<file path="config.mk">
export PLATFORM = sky130hd
export DESIGN_NAME = stack_seq
export DESIGN_NICKNAME = d
export VERILOG_FILES = /design/src/rtl/stack_seq_pkg.sv /design/src/rtl/stack_seq_stack.sv /design/src/rtl/stack_seq.sv
export SDC_FILE = /design/constraint.sdc
export NUM_CORES = 2
export LEC_CHECK = 0
export CAP_MARGIN = 5
export CELL_PAD_IN_SITES_DETAIL_PLACEMENT = 0
export CELL_PAD_IN_SITES_GLOBAL_PLACEMENT = 1
export CORE_MARGIN = 2
export CORE_UTILIZATION = 50
export DETAILED_ROUTE_END_ITERATION = 6
export MAX_ROUTING_LAYER = met4
export PLACE_DENSITY = 0.79
export SYNTH_ARGS = -nofsm -noshare
export SYNTH_HDL_FRONTEND = slang
export SYNTH_SLANG_ARGS = --single-unit
</file>
<file path="constraint.sdc">
create_clock -name clk -period 14.03 [get_ports clk]
set_clock_uncertainty 0.15 [all_clocks]
set_input_delay 2.806 -clock clk [delete_from_list [all_inputs] [get_ports clk]]
set_output_delay 2.806 -clock clk [all_outputs]
set_load 0.005 [all_outputs]
</file>
<file path="src/rtl/stack_seq_pkg.sv">
// stack_seq_pkg: op codes and sequencer state encoding shared by the stack sequencer.
package stack_seq_pkg;
    localparam logic [2:0] OP_PUSH    = 3'd0;
    localparam logic [2:0] OP_POP     = 3'd1;
    localparam logic [2:0] OP_REPLACE = 3'd2;
    localparam logic [2:0] OP_DUP     = 3'd3;
    localparam logic [2:0] OP_SWAP    = 3'd4;
    localparam logic [2:0] OP_OVER    = 3'd5;
    typedef enum logic [1:0] {ST_IDLE, ST_STEP2, ST_STEP3} state_t;
endpackage

</file>
<file path="src/rtl/stack_seq_stack.sv">
// stack_seq_stack: single-cycle stack primitive; push writes SP+1, write-top writes SP, q = mem[SP].
module stack_seq_stack #(
    parameter int saddr_width = 8,
    parameter int width       = 16
) (
    input  logic             clk,
    input  logic             reset,
    input  logic             wait_state,
    input  logic             change,
    input  logic             dec,
    input  logic             update,
    input  logic [width-1:0] d,
    output logic [width-1:0] q
);
    localparam logic [saddr_width-1:0] SP_ONE = {{(saddr_width-1){1'b0}}, 1'b1};
    logic [width-1:0]       mem_q [2**saddr_width];
    logic [saddr_width-1:0] sp_q, sp_d, wr_addr;
    always_comb begin
        sp_d    = sp_q;
        wr_addr = change ? sp_q + SP_ONE : sp_q;
        if (!wait_state && change) sp_d = dec ? sp_q - SP_ONE : sp_q + SP_ONE;
    end
    // empty stack parks SP one below slot 0 so the first push lands at 0
    always_ff @(posedge clk) begin
        if (reset) sp_q <= '1;
        else       sp_q <= sp_d;
    end
    always_ff @(posedge clk) begin
        if (!wait_state && update) mem_q[wr_addr] <= d;
    end
    assign q = mem_q[sp_q];
endmodule

</file>
<file path="src/rtl/stack_seq.sv">
// stack_seq: expands PUSH/POP/REPLACE/DUP/SWAP/OVER into stack primitives,
// tracking depth and rejecting overflow/underflow.
module stack_seq
    import stack_seq_pkg::*;
#(
    parameter int saddr_width = 8,
    parameter int width       = 16
) (
    input  logic                 clk,
    input  logic                 reset,
    input  logic                 stall,
    input  logic                 op_valid,
    output logic                 op_ready,
    input  logic [2:0]           op_code,
    input  logic [width-1:0]     op_data,
    output logic                 done,
    output logic                 done_err,
    output logic [width-1:0]     done_data,
    output logic [width-1:0]     tos,
    output logic [saddr_width:0] depth,
    output logic                 err_flag,
    input  logic                 err_clr
);
    localparam logic [saddr_width:0] ONE = {{saddr_width{1'b0}}, 1'b1};
    state_t               state_q, state_d;
    logic [2:0]           op_q, op_d;
    logic [width-1:0]     a_q, a_d, b_q, b_d, done_data_q, done_data_d, s_d, q;
    logic [saddr_width:0] depth_q, depth_d;
    logic                 done_q, done_d, done_err_q, done_err_d, err_flag_q, err_flag_d;
    logic                 do_push, do_pop, do_wtop, legal, nz, ge2, full;
    assign nz   = |depth_q;
    assign ge2  = |depth_q[saddr_width:1];
    assign full = depth_q[saddr_width];
    assign legal = (op_code == OP_PUSH) ? !full :
                   (op_code == OP_POP || op_code == OP_REPLACE) ? nz :
                   (op_code == OP_DUP)  ? nz && !full :
                   (op_code == OP_SWAP) ? ge2 :
                   (op_code == OP_OVER) ? ge2 && !full : 1'b0;
    assign op_ready = (state_q == ST_IDLE) && !stall;
    always_comb begin
        state_d     = state_q;
        op_d        = op_q;
        a_d         = a_q;
        b_d         = b_q;
        depth_d     = depth_q;
        done_d      = 1'b0;
        done_err_d  = 1'b0;
        done_data_d = '0;
        do_push     = 1'b0;
        do_pop      = 1'b0;
        do_wtop     = 1'b0;
        s_d         = q;
        if (!stall) begin
            case (state_q)
                ST_IDLE: if (op_valid) begin
                    op_d   = op_code;
                    done_d = 1'b1;
                    if (!legal) done_err_d = 1'b1;
                    else case (op_code)
                        OP_PUSH: begin
                            do_push = 1'b1;
                            s_d = op_data;
                            depth_d = depth_q + ONE;
                            done_data_d = op_data;
                        end
                        OP_POP: begin
                            do_pop = 1'b1;
                            depth_d = depth_q - ONE;
                            done_data_d = q;
                        end
                        OP_REPLACE: begin
                            do_wtop = 1'b1;
                            s_d = op_data;
                            done_data_d = op_data;
                        end
                        OP_DUP: begin
                            do_push = 1'b1;
                            depth_d = depth_q + ONE;
                            done_data_d = q;
                        end
                        default: begin
                            do_pop = 1'b1;
                            a_d = q;
                            done_d = 1'b0;
                            state_d = ST_STEP2;
                        end
                    endcase
                end
                ST_STEP2: begin
                    b_d = q;
                    s_d = a_q;
                    do_wtop = (op_q == OP_SWAP);
                    do_push = (op_q != OP_SWAP);
                    state_d = ST_STEP3;
                end
                default: begin
                    do_push = 1'b1;
                    s_d = b_q;
                    depth_d = (op_q == OP_OVER) ? depth_q + ONE : depth_q;
                    done_d = 1'b1;
                    done_data_d = b_q;
                    state_d = ST_IDLE;
                end
            endcase
        end
        err_flag_d = done_err_d | (err_flag_q & ~err_clr);
    end
    always_ff @(posedge clk) begin
        if (reset) begin
            state_q     <= ST_IDLE;
            op_q        <= OP_PUSH;
            a_q         <= '0;
            b_q         <= '0;
            depth_q     <= '0;
            done_q      <= 1'b0;
            done_err_q  <= 1'b0;
            done_data_q <= '0;
            err_flag_q  <= 1'b0;
        end else begin
            state_q     <= state_d;
            op_q        <= op_d;
            a_q         <= a_d;
            b_q         <= b_d;
            depth_q     <= depth_d;
            done_q      <= done_d;
            done_err_q  <= done_err_d;
            done_data_q <= done_data_d;
            err_flag_q  <= err_flag_d;
        end
    end
    stack_seq_stack #(.saddr_width(saddr_width), .width(width)) u_stack (
        .clk       (clk),
        .reset     (reset),
        .wait_state(stall),
        .change    (do_push | do_pop),
        .dec       (do_pop),
        .update    (do_push | do_wtop),
        .d         (s_d),
        .q         (q)
    );
    assign done      = done_q;
    assign done_err  = done_err_q;
    assign done_data = done_data_q;
    assign tos       = q;
    assign depth     = depth_q;
    assign err_flag  = err_flag_q;
endmodule

</file>
* After elaboration in Yosys (flattened, before gate mapping) *
Memories as Yosys holds them, arrays and structs flattened. A register that Yosys moved wholly into a read port is not among the register bits.
Cells that the tools add are included.

word-level totals
  bits in registers = 73
  bits in writable memories = 4096
  bits of input ports = 24
  logic and storage cells = 112
  memories = 1

cells by class
  add/sub/neg operators = 4
  eq/ne operators = 13
  muxes and demuxes = 52
  bitwise operators = 8
  reductions and logical operators = 24

memories
  name           depth  bits a word  read ports  clocked after memory_dff  wr ports  line                   RTL
  u_stack.mem_q  256    16           1           1                         1         stack_seq_stack.sv:16  logic [width-1:0] mem_q [2**saddr_width];

operators with widths
  operator             number
  $mux 16              6
  $pmux 16 s2          3
  $pmux 9 s2           2
  $mux 8               4
  $mux 1               27
  $mux 9               3
  $eq 3x3->1 const B   4
  $add 9x1->9 const B  1
  $reduce_or 9->1      1
  $sub 9x1->9 const B  1
  $add 8x1->8 const B  1
  $reduce_or 2->1      4
  $reduce_or 8->1      1
  $sub 8x1->8 const B  1
  $eq 3x2->1 const B   2
  $mux 2               3
  $ne 2x2->1 const B   3
  $ne 3x3->1 const B   2
  $pmux 1 s2           3
  $reduce_and 6->1     1
  $logic_and 1x1->1    5
  $reduce_and 5->1     1
  $not 1->1            4
  $pmux 2 s2           1
  14 further kinds     17

* Longest topological paths before layout *
  depth after elaboration = 15
  mapped depth = 13

* Hierarchy *
Synthesis repeated with hierarchy kept, for this count alone.

second synthesis, totals
  cell total of the unflattened synthesis = 7857
  area, all modules = 162662.3 um2

modules (own cells, without submodules)
  module           instances  cells each  area each (um2)  sequential area each (um2)
  stack_seq_stack  1          7446        159261.5         123318.3
  stack_seq        1          411         3400.8           1301.2

* Worst setup path after synthesis *
Ideal clock, no wire load.

  kind = input port to flip-flop
  start point = input port op_code[1]
  end point = memory u_stack.mem_q[0][6], data pin
  arrival = 11.454 ns
  path slack = 0.767 ns
  cell stages on the path = 7
  path buffers = 1
  path through = clkbuf_1 -> o211a_1 -> a211oi_1 -> o21a_1 -> nand3_1 -> a21oi_1 -> a2bb2oi_1

between the ends
  longest elaborated chain between the ends = 10
  elaborated cells on any way between the ends = 18
  classes of those cells = eq/ne: 5; mux: 10; reduce/logical: 3

ends and longest elaborated chain
  item                line                   RTL
  start: declaration  stack_seq.sv:14        input logic [2:0] op_code,
  $eq 3x3->1          stack_seq.sv:38        (op_code == OP_OVER) ? ge2 && !full : 1'b0;
  $mux 1              stack_seq.sv:38
  $mux 1              stack_seq.sv:37        (op_code == OP_SWAP) ? ge2 :
  $mux 1              stack_seq.sv:36        (op_code == OP_DUP) ? nz && !full :
  $mux 1              stack_seq.sv:35        (op_code == OP_POP || op_code == OP_REPLACE) ? nz :
  $mux 1              stack_seq.sv:34        assign legal = (op_code == OP_PUSH) ? !full :
  $mux 16 (*)         stack_seq.sv:58        if (!legal) done_err_d = 1'b1;
  $mux 16 (*)         stack_seq.sv:55        ST_IDLE: if (op_valid) begin
  $pmux 16 s2 (*)     stack_seq.sv:54        case (state_q)
  $mux 16 (*)         stack_seq.sv:53        if (!stall) begin
  via s_d[6]          stack_seq.sv:27        logic [width-1:0] a_q, a_d, b_q, b_d, done_data_q, done_data_d, s_d, q;
  end: declaration    stack_seq_stack.sv:16

Mark *: on every way through the listed nets, which the timed path passes. The rest lies on a longest branch.

==> metrics <==
fin crit share=0.727; largest family of logic cells by synthesized area=multiplexers; crit-path max FO=82; GRT overflow=0; Rows=208; Vias/cell=6.52; Worst EP required=11,070 ps; WL/cell=32.7 um; Slew HR=-0.0723; post-layout net count=8,742; Port Buffers=68; CTS tree=yes; grt met1 use=0.366; Post-synth EDFFs=4,096; total vias in the final route=87,100; simple-gate share of the synthesized area=0.0294; Syn Nets=8,390; Yosys reg bits=4,177; count leader, synth=edfxtp_1; Synth Area per Inst=19.4 um2; placed inst area=0.172 mm2; Worst setup SP type=flop; post-synthesis compound-gate area fraction=0.0497; met3 Track Usage GR=0.0460; met2 GRT Util=0.410; GR peak layer=met2; full die area=0.329 mm2; Die Span X=573 um; cell area after synthesis=0.162 mm2; critical path's top delay family=compound AO/OA/AOI/OAI gates; post-synth top area share=0.759; Setup Viol. Count Final=0; crit path cell chain=buf_12 -> buf_4 -> mux4_2 -> a22oi_1 -> nand4_1 -> a2111oi_1 -> a211oi_1 -> nand3_1 -> inv_1 -> clkdlybuf4s50_1; post-synthesis sequential area ratio=0.769; layout cells sized above 1=0.203; RSZ-0062 raised after global routing=no; core area=0.322 mm2; Synth top cells by count=4,096 x edfxtp_1, 1,239 x mux2i_1, 673 x a22oi_1; Final Worst Setup Slack=3830 ps; mux cell area share after synthesis=0.135; initial antenna violation count=10; hold_ws=322 ps; crit path time final=10,200 ps; yosys warns=0; largest net degree at the start of global routing=257; number of global-route vias before repair=84,000; H-tree Lvls=5; GP Congestion=0.908; Least-Margin Pin Slew=1610 ps; synth top area cells=edfxtp_1 76%, mux2i_1 7.7%, mux4_2 5.8%; DR iter-0 viols=12,700; Final Cell Area=0.185 mm2; Synth async-reset ratio=0; Pins Over Slew Limit=147; Skew-Pair Late Insertion Delay=920 ps; Pleak=66.7 nW; critical path class=reg -> out; DP HPWL=254,000 um; FMAX=0.0981 GHz; GR Util All Layers=0.268; Total Wirelength=437,000 um; Area Growth Syn to Fin=14.3%; Hold Crit Class=reg -> reg; Clk Tree Root Cell=clkbuf_16; Syn Inst Count=8,361; CTS Buffer Depth=4; total CTS buffers=404; Die Ht=573 um; CTS clk-pin slew, worst paths=60 ps; Worst VDD drop=0.119 mV; initial core utilization=0.504; Synth Area in XOR/XNOR=0.000703; failing checks=capacitance limit, slew limit; Post-route DRC=0; drt first pass iters=6; Max Cap Viol=2; arrival time worst endpoint=7240 ps; io pins=69; largest area contributor in the netlist=edfxtp_1; Place WS=4900 ps; slowest CP cell=a2111oi_1; slowest cell delay on critical path=1350 ps; first-pass GRT wire length=620,000 um; WP buf/inv=4; setup TNS=0 ps; adder-cell area share of the yosys netlist=0.000386; fillers=23,000; outcome=finished with violations; top_reg_cell synth=edfxtp_1; Final Hold Viols=0; crit end category=output pin; Netlist cell types=81; # resized after CTS=0; Post-CTS Setup Bufs=0; Pwr Density=149 mW/mm2; Final ANT Viol Nets=0; hold buffers post-CTS=0; total clock sinks=4,177
==> logic make-up after synthesis <==
group	after synthesis
flops	4177
fa+ha+maj	5
compound gates	1083
buf+inv	571
mux	1661
xor+xnor	13
simple gates	851
==> cells in the final DEF, fill, tap and decap left out, types with 60 or more instances in the layout <==
master | synthesis | layout
clkinv_2 | 0 | 77
mux4_2 | 420 | 420
a21oi_1 | 73 | 73
nor2_1 | 118 | 107
mux2i_1 | 1239 | 1239
dfxtp_1 | 81 | 75
nor4_2 | 5 | 146
clkinv_1 | 1 | 87
clkbuf_1 | 274 | 61
bufinv_16 | 0 | 60
clkdlybuf4s50_1 | 0 | 67
nand4_1 | 159 | 159
nand2_1 | 102 | 102
clkbuf_16 | 0 | 409
nor3_2 | 7 | 101
edfxtp_1 | 4096 | 4096
a22oi_1 | 673 | 673
buf_4 | 4 | 411
==> worst paths after layout <==
| path | startpoint | end | slack, ps | cells past startpoint |
|---|---|---|---|---|
| setup reg to reg | flop | u_stack.mem_q[72][6] | 6150 | 12 |
| hold / removal | err_flag | err_flag | 320 | 1 |
| hold reg to reg | err_flag | err_flag | 320 | 1 |
| setup / recovery | flop | tos[6] | 3830 | 10 |
==> registers in the layout, indices dropped and copies added, names as in the netlist, named ones only <==
signal and count:
depth 9, u_stack.sp_q 8, b_q 16, done_err 1, state_q 2, done_data 16, done 1, a_q 16
err_flag 1, op_q 3, u_stack.mem_q 4096
==> layer usage <==
metal | vias up | share of wire
met4 | 0 | 0.040
met2 | 5458 | 0.47
met5 | - | 0
met1 | 45300 | 0.38
met3 | 840 | 0.10
li1 | 35500 | -
==> stage by stage <==
stage                     std cells  total power (W)   util
after global placement        12600           0.0166  0.533
after CTS                     13400           0.0276  0.576
after floorplan                8361           0.0161      -
after detailed placement      12600           0.0167  0.533
after global routing          13400           0.0282  0.576
final                         13400           0.0276  0.576
==> cell type report <==
cell class | instances | area (um2) | area share
Tap cell | 4305 | 5390 | 0.0291
Sequential cell | 4177 | 125000 | 0.673
Clock inverter | 267 | 3010 | 0.0162
Clock buffer | 475 | 10500 | 0.0569
Antenna cell | 7 | 17.5 | 0.0000946
Multi-Input combinational cell | 3613 | 37300 | 0.202
Timing Repair Buffer | 504 | 4230 | 0.0228
Inverter | 13 | 48.8 | 0.000263
==> power breakdown <==
part	internal (W)	switching, W	total, W
combinational	0.000375	0.00158	0.00196
clock	0.00648	0.00463	0.0111
sequential	0.0145	0.0000156	0.0145
(Power assumes the default switching activity.)
